### src/rtl/mul_result_reader_if.sv
// Request/response handshake bundle between the result reader and the
// writeback/operand-fetch side.
interface mul_result_reader_if #(
  parameter int ADDRS_WIDTH = 4
) ();
  logic                   req_valid;
  logic                   req_ready;
  logic [ADDRS_WIDTH-1:0] req_addrs;
  logic                   req_hi;
  logic                   req_last;
  logic                   out_valid;
  logic                   out_ready;
  logic [31:0]            out_data;
  logic [3:0]             out_flags;
  logic                   out_err;

  modport master (
    output req_valid, req_addrs, req_hi, req_last, out_ready,
    input  req_ready, out_valid, out_data, out_flags, out_err
  );

  modport slave (
    input  req_valid, req_addrs, req_hi, req_last, out_ready,
    output req_ready, out_valid, out_data, out_flags, out_err
  );
endinterface

### src/rtl/mul_result_reader.sv
// Reads results from the multiplier's result buffer once their slot has been
// written, returning one 32-bit product half plus {C,V,N,Z} per request.
module mul_result_reader #(
  parameter int ADDRS_WIDTH = 4,
  parameter int WAIT_LIMIT  = 255,
  parameter int WCNT_WIDTH  = 8
) (
  input  logic                      CLK,
  input  logic                      RESET,
  input  logic                      mul_wren,
  input  logic [ADDRS_WIDTH-1:0]    mul_wraddrs,
  mul_result_reader_if.slave        bus,
  output logic                      rdenA,
  output logic [ADDRS_WIDTH-1:0]    rdaddrsA,
  input  logic [67:0]               rddataA,
  output logic [2**ADDRS_WIDTH-1:0] slot_valid
);

  localparam int NSLOTS = 2**ADDRS_WIDTH;
  localparam logic [WCNT_WIDTH-1:0] WAIT_LAST = WCNT_WIDTH'(WAIT_LIMIT - 1);

  typedef enum logic [2:0] {
    S_IDLE = 3'd0,
    S_WAIT = 3'd1,
    S_READ = 3'd2,
    S_CAPT = 3'd3,
    S_OUT  = 3'd4
  } state_e;

  state_e                  state_q, state_d;
  logic [ADDRS_WIDTH-1:0]  addr_q, addr_d;
  logic                    hi_q, hi_d;
  logic                    last_q, last_d;
  logic [WCNT_WIDTH-1:0]   wcnt_q, wcnt_d;
  logic [NSLOTS-1:0]       slot_valid_q, slot_valid_d;
  logic                    req_ready_q, req_ready_d;
  logic                    rden_q, rden_d;
  logic [ADDRS_WIDTH-1:0]  rdaddrs_q, rdaddrs_d;
  logic                    out_valid_q, out_valid_d;
  logic [31:0]             out_data_q, out_data_d;
  logic [3:0]              out_flags_q, out_flags_d;
  logic                    out_err_q, out_err_d;
  logic                    clr_s;

  // Next-state, registered-output and slot bitmap logic.
  always_comb begin
    state_d      = state_q;
    addr_d       = addr_q;
    hi_d         = hi_q;
    last_d       = last_q;
    wcnt_d       = wcnt_q;
    out_valid_d  = out_valid_q;
    out_data_d   = out_data_q;
    out_flags_d  = out_flags_q;
    out_err_d    = out_err_q;
    clr_s        = 1'b0;
    slot_valid_d = slot_valid_q;

    case (state_q)
      S_IDLE: begin
        if (bus.req_valid) begin
          addr_d = bus.req_addrs;
          hi_d   = bus.req_hi;
          last_d = bus.req_last;
          wcnt_d = '0;
          // Uses the registered bitmap, so a same-cycle write still waits.
          if (slot_valid_q[bus.req_addrs]) begin
            state_d = S_READ;
          end else begin
            state_d = S_WAIT;
          end
        end else begin
          state_d = S_IDLE;
        end
      end
      S_WAIT: begin
        wcnt_d = wcnt_q + WCNT_WIDTH'(1);
        if (slot_valid_q[addr_q]) begin
          state_d = S_READ;
        end else if (wcnt_q == WAIT_LAST) begin
          state_d     = S_OUT;
          out_valid_d = 1'b1;
          out_data_d  = 32'h0000_0000;
          out_flags_d = 4'h0;
          out_err_d   = 1'b1;
        end else begin
          state_d = S_WAIT;
        end
      end
      S_READ: begin
        state_d = S_CAPT;
      end
      S_CAPT: begin
        state_d     = S_OUT;
        out_valid_d = 1'b1;
        out_data_d  = hi_q ? rddataA[63:32] : rddataA[31:0];
        out_flags_d = rddataA[67:64];
        out_err_d   = 1'b0;
      end
      S_OUT: begin
        if (bus.out_ready) begin
          clr_s       = last_q & ~out_err_q;
          state_d     = S_IDLE;
          out_valid_d = 1'b0;
          out_data_d  = 32'h0000_0000;
          out_flags_d = 4'h0;
          out_err_d   = 1'b0;
        end else begin
          state_d = S_OUT;
        end
      end
      default: begin
        state_d     = S_IDLE;
        out_valid_d = 1'b0;
        out_data_d  = 32'h0000_0000;
        out_flags_d = 4'h0;
        out_err_d   = 1'b0;
      end
    endcase

    // Clear first so a simultaneous write to the same slot wins.
    if (clr_s) begin
      slot_valid_d[addr_q] = 1'b0;
    end else begin
      slot_valid_d = slot_valid_d;
    end
    if (mul_wren) begin
      slot_valid_d[mul_wraddrs] = 1'b1;
    end else begin
      slot_valid_d = slot_valid_d;
    end

    rden_d      = (state_d == S_READ);
    rdaddrs_d   = rden_d ? addr_d : rdaddrs_q;
    req_ready_d = (state_d == S_IDLE);
  end

  // State and output registers.
  always_ff @(posedge CLK or negedge RESET) begin
    if (!RESET) begin
      state_q      <= S_IDLE;
      addr_q       <= '0;
      hi_q         <= 1'b0;
      last_q       <= 1'b0;
      wcnt_q       <= '0;
      slot_valid_q <= '0;
      req_ready_q  <= 1'b1;
      rden_q       <= 1'b0;
      rdaddrs_q    <= '0;
      out_valid_q  <= 1'b0;
      out_data_q   <= 32'h0000_0000;
      out_flags_q  <= 4'h0;
      out_err_q    <= 1'b0;
    end else begin
      state_q      <= state_d;
      addr_q       <= addr_d;
      hi_q         <= hi_d;
      last_q       <= last_d;
      wcnt_q       <= wcnt_d;
      slot_valid_q <= slot_valid_d;
      req_ready_q  <= req_ready_d;
      rden_q       <= rden_d;
      rdaddrs_q    <= rdaddrs_d;
      out_valid_q  <= out_valid_d;
      out_data_q   <= out_data_d;
      out_flags_q  <= out_flags_d;
      out_err_q    <= out_err_d;
    end
  end

  assign bus.req_ready = req_ready_q;
  assign bus.out_valid = out_valid_q;
  assign bus.out_data  = out_data_q;
  assign bus.out_flags = out_flags_q;
  assign bus.out_err   = out_err_q;
  assign rdenA         = rden_q;
  assign rdaddrsA      = rdaddrs_q;
  assign slot_valid    = slot_valid_q;

endmodule

### src/flat_wrapper.sv
// flat-port wrapper written by rule: the top's interface ports become plain ports
module mul_result_reader_flat 
#(
  parameter int ADDRS_WIDTH = 4,
  parameter int WAIT_LIMIT  = 255,
  parameter int WCNT_WIDTH  = 8
)
  (CLK, RESET, mul_wren, mul_wraddrs, rdenA, rdaddrsA, rddataA, slot_valid, bus_req_valid, bus_req_addrs, bus_req_hi, bus_req_last, bus_out_ready, bus_req_ready, bus_out_valid, bus_out_data, bus_out_flags, bus_out_err);
  mul_result_reader_if #(.ADDRS_WIDTH(ADDRS_WIDTH)) bus_i ();
  input  logic CLK;
  input  logic RESET;
  input  logic mul_wren;
  input  logic [ADDRS_WIDTH-1:0] mul_wraddrs;
  output logic rdenA;
  output logic [ADDRS_WIDTH-1:0] rdaddrsA;
  input  logic [67:0] rddataA;
  output logic [2**ADDRS_WIDTH-1:0] slot_valid;
  input wire logic [$bits(bus_i.req_valid)-1:0] bus_req_valid;
  input wire logic [$bits(bus_i.req_addrs)-1:0] bus_req_addrs;
  input wire logic [$bits(bus_i.req_hi)-1:0] bus_req_hi;
  input wire logic [$bits(bus_i.req_last)-1:0] bus_req_last;
  input wire logic [$bits(bus_i.out_ready)-1:0] bus_out_ready;
  output wire logic [$bits(bus_i.req_ready)-1:0] bus_req_ready;
  output wire logic [$bits(bus_i.out_valid)-1:0] bus_out_valid;
  output wire logic [$bits(bus_i.out_data)-1:0] bus_out_data;
  output wire logic [$bits(bus_i.out_flags)-1:0] bus_out_flags;
  output wire logic [$bits(bus_i.out_err)-1:0] bus_out_err;
  assign bus_i.req_valid = bus_req_valid;
  assign bus_i.req_addrs = bus_req_addrs;
  assign bus_i.req_hi = bus_req_hi;
  assign bus_i.req_last = bus_req_last;
  assign bus_i.out_ready = bus_out_ready;
  assign bus_req_ready = bus_i.req_ready;
  assign bus_out_valid = bus_i.out_valid;
  assign bus_out_data = bus_i.out_data;
  assign bus_out_flags = bus_i.out_flags;
  assign bus_out_err = bus_i.out_err;
  mul_result_reader #(.ADDRS_WIDTH(ADDRS_WIDTH), .WAIT_LIMIT(WAIT_LIMIT), .WCNT_WIDTH(WCNT_WIDTH)) u_core (.CLK(CLK), .RESET(RESET), .mul_wren(mul_wren), .mul_wraddrs(mul_wraddrs), .bus(bus_i), .rdenA(rdenA), .rdaddrsA(rdaddrsA), .rddataA(rddataA), .slot_valid(slot_valid));
endmodule
### config.mk
export PLATFORM = sky130hd
export DESIGN_NAME = mul_result_reader_flat
export DESIGN_NICKNAME = d
export VERILOG_FILES = /design/src/rtl/mul_result_reader_if.sv /design/src/rtl/mul_result_reader.sv /design/src/flat_wrapper.sv
export SDC_FILE = /design/constraint.sdc
export NUM_CORES = 1
export LEC_CHECK = 0
export CAP_MARGIN = 20
export CORE_MARGIN = 4
export CORE_UTILIZATION = 47
export CTS_CLUSTER_SIZE = 24
export DETAILED_ROUTE_END_ITERATION = 10
export GPL_ROUTABILITY_DRIVEN = 1
export HOLD_SLACK_MARGIN = 0.1
export PLACE_DENSITY = 0.85
export SYNTH_ARGS = -nofsm -noshare
export SYNTH_HDL_FRONTEND = slang
export SYNTH_SLANG_ARGS = --single-unit
### constraint.sdc
create_clock -name CLK -period 3.8 [get_ports CLK]
set_input_delay 0.38 -clock CLK [delete_from_list [all_inputs] [get_ports CLK]]
set_output_delay 0.38 -clock CLK [all_outputs]
set_load 0.03 [all_outputs]
==> metrics.txt, run 1 <==
# TYPE chip_impl_metric gauge
chip_impl_metric{name="first_pass_iters",unit=""} 4
chip_impl_metric{name="buffer_ports.inserted",unit=""} 142
chip_impl_info{name="postSynth.topFlopCell",value="sky130_fd_sc_hd__dfrtp_1"} 1
chip_impl_metric{name="synthDistinctLibCells",unit=""} 38
chip_impl_info{name="yosys-top-cells-area",value="sky130_fd_sc_hd__dfrtp_1, sky130_fd_sc_hd__mux2i_1, sky130_fd_sc_hd__o2bb2ai_1"} 1
chip_impl_info{name="critical_path.reg2reg.endpoint",value="u_core.bus.out_data[12]"} 1
chip_impl_info{name="unrepaired_setup_endpoints_after_global_routing",value="no"} 1
chip_impl_info{name="clock-root-buffer",value="sky130_fd_sc_hd__clkbuf_8"} 1
chip_impl_metric{name="cts.repair_timing.setup_buffer_count",unit=""} 0
chip_impl_metric{name="die_area",unit="µm²"} 9260
chip_impl_metric{name="timing.reg2reg.worst_path_depth",unit=""} 6
chip_impl_metric{name="relSlewSlack",unit=""} 0.276
chip_impl_metric{name="dp.final_hpwl",unit="mm"} 8.07
chip_impl_metric{name="synth_nets",unit=""} 399
chip_impl_metric{name="count_of_vias_placed_by_the_detailed_router",unit=""} 3184
chip_impl_metric{name="whs",unit="ps"} 177
chip_impl_metric{name="setup_total_negative_slack",unit="ps"} 0
chip_impl_metric{name="report.final.hold_viol_count",unit=""} 0
chip_impl_metric{name="fin_crit",unit="ps"} 2770
chip_impl_metric{name="timing.final.crit_share",unit=""} 0.729
chip_impl_info{name="tritoncts",value="built"} 1
chip_impl_metric{name="timing.final.max_slew_violations",unit=""} 0
chip_impl_metric{name="global_route.usage.total",unit=""} 0.229
chip_impl_metric{name="avg_inst_size_synth",unit="µm²"} 11.7
chip_impl_metric{name="detailed_route_drc_error_count",unit=""} 0
chip_impl_metric{name="clock_tree_sinks",unit=""} 77
chip_impl_metric{name="power_total",unit="mW"} 3.98
chip_impl_metric{name="drtIter0Drc",unit=""} 162
chip_impl_metric{name="clock_insertion_delay_worst_skew",unit="ps"} 350
chip_impl_metric{name="fp.coreArea",unit="µm²"} 7410
chip_impl_info{name="crit_path_end_kind",value="flip-flop"} 1
chip_impl_info{name="r2r_start",value="u_core.addr_q[3]"} 1
chip_impl_metric{name="area_growth_syn_to_layout",unit="%"} 45.1
chip_impl_metric{name="syn-cell-area",unit="µm²"} 3660
chip_impl_metric{name="grt_antenna_before_repair",unit=""} 0
chip_impl_metric{name="critical_path_required",unit="ps"} 4040
chip_impl_metric{name="synth-warning-count",unit=""} 0
chip_impl_metric{name="synth.yosys.seq_area_share",unit=""} 0.527
chip_impl_metric{name="dpl_worst_slack",unit="ps"} 980
chip_impl_metric{name="timing.critical_path.fanout_max",unit=""} 20
chip_impl_metric{name="clock_skew",unit="ps"} 13.3
chip_impl_info{name="worst_setup_path_start_kind",value="flip-flop"} 1
chip_impl_metric{name="worstPathArrival",unit="ps"} 3010
chip_impl_metric{name="ant_nets",unit=""} 0
chip_impl_metric{name="layout-drive-gt1-share",unit=""} 0.0702
chip_impl_metric{name="ioPinCount",unit=""} 143
chip_impl_metric{name="achievable-frequency",unit="GHz"} 0.361
chip_impl_metric{name="cts_resized",unit=""} 0
chip_impl_info{name="status",value="complete, no violations"} 1
chip_impl_metric{name="design.final.nets",unit=""} 536
chip_impl_metric{name="fp.dieH",unit="µm"} 96.2
chip_impl_metric{name="die_width",unit="µm"} 96.2
chip_impl_metric{name="mapped_cells",unit=""} 314
chip_impl_metric{name="detail_route.wl_per_cell",unit="µm"} 19.0
chip_impl_metric{name="initial_util",unit=""} 0.494
chip_impl_metric{name="cts_buffer_depth",unit=""} 2
chip_impl_metric{name="num_rows",unit=""} 31
chip_impl_metric{name="numCtsBuffers",unit=""} 9
chip_impl_info{name="synth_top_cells_by_count",value="sky130_fd_sc_hd__dfrtp_1, sky130_fd_sc_hd__mux2i_1, sky130_fd_sc_hd__o21ai_0"} 1
chip_impl_metric{name="p_per_area",unit="nW/µm²"} 751
chip_impl_info{name="path_class",value="flip-flop to flip-flop"} 1
chip_impl_metric{name="synth_top_cell_area_share",unit=""} 0.520
chip_impl_metric{name="antenna-diode-count",unit=""} 0
chip_impl_metric{name="synth_edf_count",unit=""} 0
chip_impl_metric{name="ys_async_sr_fraction",unit=""} 1.00
chip_impl_metric{name="worst_ir_drop_vdd",unit="µV"} 342
chip_impl_metric{name="finish.utilization",unit=""} 0.717
chip_impl_metric{name="postRouteWirelength",unit="mm"} 10.6
chip_impl_metric{name="first_global_vias",unit=""} 3189
chip_impl_metric{name="grt_max_degree",unit=""} 78
chip_impl_metric{name="ys_seq_elements",unit=""} 77
chip_impl_metric{name="globalRouteOverflowTotal",unit=""} 0
chip_impl_metric{name="h-tree-depth",unit=""} 3
chip_impl_metric{name="global_placement_routability_congestion",unit=""} 0.900
chip_impl_metric{name="maxCapViolations",unit=""} 0
chip_impl_metric{name="worst_setup_hold_path_clk_slew",unit="ps"} 90
chip_impl_info{name="synth_top_area_cell",value="sky130_fd_sc_hd__dfrtp_1"} 1
chip_impl_metric{name="tightestPinTransition",unit="ps"} 1080
chip_impl_metric{name="finalSetupViolCount",unit=""} 0
chip_impl_metric{name="global_route_wire_length_before_repair",unit="mm"} 16.1
chip_impl_metric{name="cts_hold_repair.buffers",unit=""} 0
chip_impl_metric{name="fin_ws",unit="ps"} 1030
chip_impl_info{name="worstHoldPathType",value="primary input to async pin"} 1
chip_impl_metric{name="reg2reg_setup_slack",unit="ps"} 1030
chip_impl_info{name="yosys.cell_count.top_type",value="sky130_fd_sc_hd__dfrtp_1"} 1
chip_impl_metric{name="static-leakage-power",unit="nW"} 2.19
chip_impl_metric{name="avgViaCountPerCell",unit=""} 5.74
## cell usage in the layout (no fill, tap or decap), types with 2 or more instances in the layout
cell                              count
sky130_fd_sc_hd__nand3b_1             3
sky130_fd_sc_hd__nand3_1              5
sky130_fd_sc_hd__o2bb2ai_1           33
sky130_fd_sc_hd__a21oi_1              2
sky130_fd_sc_hd__and4_1               2
sky130_fd_sc_hd__mux2i_1             45
sky130_fd_sc_hd__nor3_1               4
sky130_fd_sc_hd__buf_4                2
sky130_fd_sc_hd__inv_1                4
sky130_fd_sc_hd__clkinv_2             2
sky130_fd_sc_hd__nor2_1               5
sky130_fd_sc_hd__mux4_2               5
sky130_fd_sc_hd__nand4_1              2
sky130_fd_sc_hd__clkdlybuf4s50_1    141
sky130_fd_sc_hd__mux2_2               4
sky130_fd_sc_hd__dfrtp_1             75
sky130_fd_sc_hd__clkinvlp_4           3
sky130_fd_sc_hd__clkbuf_8            10
sky130_fd_sc_hd__a22o_1               5
sky130_fd_sc_hd__ha_1                 2
sky130_fd_sc_hd__nand2_1             30
sky130_fd_sc_hd__nor2b_1              3
sky130_fd_sc_hd__o21ai_0             41
sky130_fd_sc_hd__a221oi_1             2
sky130_fd_sc_hd__and3_1               2
sky130_fd_sc_hd__nand2b_1             7
sky130_fd_sc_hd__or2_2                2
## sequential cells by signal, summed over array words and instances (netlist names)
| name | flops |
|---|---|
| u_core.addr_q | 4 |
| u_core.bus.out_err | 1 |
| u_core.rdenA | 1 |
| u_core.state_q | 3 |
| u_core.bus.out_valid | 1 |
| u_core.hi_q | 1 |
| u_core.bus.out_data | 32 |
| u_core.bus.req_ready | 1 |
| u_core.slot_valid | 16 |
| u_core.rdaddrsA | 4 |
| u_core.last_q | 1 |
| u_core.wcnt_q | 8 |
| u_core.bus.out_flags | 4 |
## worst max-delay path: stages (launching register included)
cell	delay, ps
sky130_fd_sc_hd__dfrtp_1	650
sky130_fd_sc_hd__mux2i_1	150
sky130_fd_sc_hd__a221oi_1	410
sky130_fd_sc_hd__a221o_1	280
sky130_fd_sc_hd__a22o_1	660
sky130_fd_sc_hd__buf_4	360
sky130_fd_sc_hd__o2bb2ai_1	150
## worst max-delay path by stage
stage                           from                      end  slack (ps)  cells past startpoint
6_report            u_core.addr_q[3]  u_core.bus.out_data[12]        1030                      6
4_1_cts             u_core.addr_q[3]  u_core.bus.out_data[20]        1060                      6
5_1_grt             u_core.addr_q[3]  u_core.bus.out_data[21]         910                      6
3_3_place_gp        bus_req_addrs[0]       u_core.rdaddrsA[1]        1070                      6
3_5_place_dp        bus_req_addrs[0]       u_core.rdaddrsA[3]         980                      6
2_1_floorplan  u_core.slot_valid[15]       u_core.rdaddrsA[0]        1560                      5
## layer usage
metal	part of all wire	GRT usage
met5	0	0
met2	0.48	0.383
met1	0.40	0.287
met4	0.023	0.0972
met3	0.096	0.0500
## cell type report
cell class / count / area, µm²
fillers: 533 / 2100
flip-flops and latches: 77 / 1930
multi-input cells: 216 / 1610
repair buffers: 143 / 1430
clock buffers: 10 / 138
well taps: 99 / 124
clock inverters: 6 / 62.6
inverters: 4 / 15.0
## stage by stage
step           std cells  area [µm²]
2_1_floorplan        314        3660
3_3_place_gp         539        5110
3_5_place_dp         539        5110
4_1_cts              555        5310
5_1_grt              555        5310
6_report             555        5310
## power by group
| part | leakage [nW] | total (mW) | internal (mW) | switching (mW) |
|---|---|---|---|---|
| clock | 0.0943 | 0.619 | 0.319 | 0.300 |
| combinational | 1.14 | 1.92 | 0.881 | 1.04 |
| sequential | 0.952 | 1.45 | 1.11 | 0.344 |
## cell families (layout without fill, tap and decap cells)
family | after synthesis | after routing | share of synthesized area
AO/OA/AOI/OAI | 91 | 91 | 0.173
buffers and inverters | 21 | 163 | 0.0321
flip-flops | 77 | 77 | 0.527
multiplexers | 54 | 54 | 0.166
adder cells (fa/ha/maj) | 2 | 2 | 0.00684
AND/OR/NAND/NOR | 69 | 69 | 0.0950
Note: power is estimated with default switching activity, not from simulation.
==> inputs of run 2 (changes only) <==
--- a/config.mk
+++ b/config.mk
@@ -7,12 +7,12 @@
 export LEC_CHECK = 0
 export CAP_MARGIN = 20
 export CORE_MARGIN = 4
-export CORE_UTILIZATION = 47
+export CORE_UTILIZATION = 44
 export CTS_CLUSTER_SIZE = 24
 export DETAILED_ROUTE_END_ITERATION = 10
 export GPL_ROUTABILITY_DRIVEN = 1
 export HOLD_SLACK_MARGIN = 0.1
-export PLACE_DENSITY = 0.85
+export PLACE_DENSITY = 0.81
 export SYNTH_ARGS = -nofsm -noshare
 export SYNTH_HDL_FRONTEND = slang
 export SYNTH_SLANG_ARGS = --single-unit
==> constraint.sdc (replaced) <==
create_clock -name CLK -period 2.7 [get_ports CLK]
set_input_delay 0.27 -clock CLK [delete_from_list [all_inputs] [get_ports CLK]]
set_output_delay 0.27 -clock CLK [all_outputs]
set_load 0.03 [all_outputs]
==> run 2 against run 1 <==
  * Sequential share of layout area fell by 0.40 points
  * Worst setup slack got worse by 760 ps
  * Cell count rose by 1.8%
  * Hold slack got worse by 120 ps
  * Total power rose by 44%
==> metrics.txt, run 2 (synthesized netlist as in run 1, its figures left out) <==
# TYPE chip_impl_metric gauge
chip_impl_metric{name="design.final.nets",unit=""} 541
chip_impl_info{name="path_class",value="flip-flop to flip-flop"} 1
chip_impl_metric{name="setup_total_negative_slack",unit="ps"} 0
chip_impl_metric{name="whs",unit="ps"} 57.9
chip_impl_metric{name="die_width",unit="µm"} 99.2
chip_impl_metric{name="fin_crit",unit="ps"} 2430
chip_impl_metric{name="cts.repair_timing.setup_buffer_count",unit=""} 0
chip_impl_metric{name="grt_antenna_before_repair",unit=""} 0
chip_impl_metric{name="fill_cells",unit=""} 632
chip_impl_metric{name="postRouteWirelength",unit="mm"} 10.7
chip_impl_metric{name="p_per_area",unit="nW/µm²"} 1070
chip_impl_metric{name="die_area",unit="µm²"} 9840
chip_impl_metric{name="worstPathArrival",unit="ps"} 2670
chip_impl_metric{name="cts_hold_repair.buffers",unit=""} 0
chip_impl_metric{name="buffer_ports.inserted",unit=""} 142
chip_impl_metric{name="globalRouteOverflowTotal",unit=""} 0
chip_impl_metric{name="tightestPinTransition",unit="ps"} 950
chip_impl_metric{name="worst_ir_drop_vdd",unit="µV"} 664
chip_impl_info{name="mostFrequentLayoutCells",value="sky130_fd_sc_hd__clkdlybuf4s50_1, sky130_fd_sc_hd__dfrtp_1, sky130_fd_sc_hd__mux2i_1"} 1
chip_impl_metric{name="clock_tree_sinks",unit=""} 77
chip_impl_metric{name="layout-drive-gt1-share",unit=""} 0.0761
chip_impl_metric{name="maxCapViolations",unit=""} 0
chip_impl_metric{name="num_rows",unit=""} 33
chip_impl_info{name="clock-root-buffer",value="sky130_fd_sc_hd__clkbuf_8"} 1
chip_impl_metric{name="timing.final.max_slew_violations",unit=""} 0
chip_impl_metric{name="timing.final.crit_share",unit=""} 0.902
chip_impl_metric{name="worst_setup_hold_path_clk_slew",unit="ps"} 70
chip_impl_info{name="crit_path_cell_chain",value="mux4_2 > nand2b_1 > a221o_1 > a22o_1 > buf_4 > a22o_1"} 1
chip_impl_metric{name="detail_route.wl_per_cell",unit="µm"} 18.9
chip_impl_metric{name="clock_skew",unit="ps"} 11.5
chip_impl_info{name="unrepaired_setup_endpoints_after_global_routing",value="no"} 1
chip_impl_metric{name="global_route_wire_length_before_repair",unit="mm"} 16.9
chip_impl_info{name="crit_path_end_kind",value="flip-flop"} 1
chip_impl_metric{name="relSlewSlack",unit=""} 0.366
chip_impl_metric{name="numCtsBuffers",unit=""} 9
chip_impl_info{name="tritoncts",value="built"} 1
chip_impl_metric{name="finalSetupViolCount",unit=""} 0
chip_impl_metric{name="fp.dieH",unit="µm"} 99.2
chip_impl_metric{name="placed_area",unit="µm²"} 5150
chip_impl_metric{name="count_of_vias_placed_by_the_detailed_router",unit=""} 3135
chip_impl_metric{name="static-leakage-power",unit="nW"} 2.23
chip_impl_info{name="critical_path.slowest_cell",value="sky130_fd_sc_hd__mux4_2"} 1
chip_impl_metric{name="report.final.hold_viol_count",unit=""} 0
chip_impl_info{name="top_delay_family_on_crit_path",value="compound AO/OA/AOI/OAI gates"} 1
chip_impl_metric{name="dp.final_hpwl",unit="mm"} 8.09
chip_impl_metric{name="antenna-diode-count",unit=""} 0
chip_impl_metric{name="dp.cells",unit=""} 550
chip_impl_metric{name="avgViaCountPerCell",unit=""} 5.55
chip_impl_metric{name="timing.critical_path.buf_inv",unit=""} 1
chip_impl_metric{name="global_route.usage.total",unit=""} 0.217
chip_impl_metric{name="area_growth_syn_to_layout",unit="%"} 46.7
chip_impl_info{name="worstHoldPathType",value="primary input to async pin"} 1
chip_impl_metric{name="stdcell_count",unit=""} 565
chip_impl_metric{name="grt_max_degree",unit=""} 78
chip_impl_info{name="cpMostUsedCell",value="sky130_fd_sc_hd__a22o_1"} 1
chip_impl_metric{name="clock_insertion_delay_worst_skew",unit="ps"} 350
chip_impl_metric{name="slowest_delay",unit="ps"} 540
chip_impl_metric{name="fp.coreArea",unit="µm²"} 8130
chip_impl_metric{name="first_pass_iters",unit=""} 4
chip_impl_info{name="status",value="complete, no violations"} 1
chip_impl_metric{name="largest_reg_flops",unit=""} 32
chip_impl_metric{name="fin_area",unit="µm²"} 5370
chip_impl_metric{name="timing.critical_path.fanout_max",unit=""} 37
chip_impl_info{name="final_common_cell",value="sky130_fd_sc_hd__clkdlybuf4s50_1"} 1
chip_impl_metric{name="critical_path_required",unit="ps"} 2930
chip_impl_info{name="worst_setup_path_start_kind",value="flip-flop"} 1
chip_impl_metric{name="power_total",unit="mW"} 5.73
chip_impl_metric{name="global_placement_routability_congestion",unit=""} 0.927
chip_impl_metric{name="cts_buffer_depth",unit=""} 2
chip_impl_metric{name="h-tree-depth",unit=""} 3
chip_impl_metric{name="first_global_vias",unit=""} 3247
chip_impl_metric{name="achievable-frequency",unit="GHz"} 0.411
chip_impl_metric{name="detailed_route_drc_error_count",unit=""} 0
chip_impl_metric{name="cts_resized",unit=""} 0
chip_impl_metric{name="ant_nets",unit=""} 0
chip_impl_metric{name="ioPinCount",unit=""} 143
chip_impl_metric{name="drtIter0Drc",unit=""} 125
chip_impl_metric{name="initial_util",unit=""} 0.450
-- run 2: report_power, final --
group	internal [mW]	switching, mW	leakage [nW]
clock	0.540	0.410	0.105
combinational	1.27	1.52	1.17
sequential	1.56	0.438	0.952
-- run 2: area by class of cell --
| type | instances | area (µm²) | share of cell area |
|---|---|---|---|
| Clock buffer | 11 | 141 | 0.0263 |
| Timing Repair Buffer | 148 | 1460 | 0.273 |
| Sequential cell | 77 | 1930 | 0.359 |
| Clock inverter | 4 | 72.6 | 0.0135 |
| Tap cell | 105 | 131 | 0.0245 |
| Multi-Input combinational cell | 216 | 1610 | 0.301 |
| Inverter | 4 | 15.0 | 0.00280 |
-- run 2: final timing paths --
check | startpoint | cells after the start | slack [ps] | end
worst min-delay path | RESET | 1 | 60 | u_core.rdaddrsA[2]
min in group CLK | bus_req_hi | 3 | 460 | u_core.hi_q
worst max-delay path | u_core.addr_q[1] | 6 | 270 | u_core.bus.out_flags[1]
worst min register to register | u_core.wcnt_q[5] | 1 | 490 | u_core.wcnt_q[5]
max in group asynchronous | RESET | 1 | 1980 | u_core.hi_q
worst max register to register | u_core.addr_q[1] | 6 | 270 | u_core.bus.out_flags[1]
-- run 2: worst reg2reg max path, stage by stage, from the launching register on --
cell and delay, ps:
sky130_fd_sc_hd__dfrtp_1 500, sky130_fd_sc_hd__mux4_2 540, sky130_fd_sc_hd__nand2b_1 170, sky130_fd_sc_hd__a221o_1 380, sky130_fd_sc_hd__a22o_1 240, sky130_fd_sc_hd__buf_4 250
sky130_fd_sc_hd__a22o_1 240
-- run 2: through the flow --
step	util	setup slack, ps
global placement	0.634	284
floorplan	-	464
detailed placement	0.634	163
finish	0.660	266
global route	0.660	192
CTS	0.660	290
-- run 2: metal layers --
metal | wire length [µm] | GRT usage
met1 | 4490 | 0.284
met2 | 4940 | 0.345
met3 | 1060 | 0.0603
met4 | 190 | 0.0777
met5 | 0 | 0
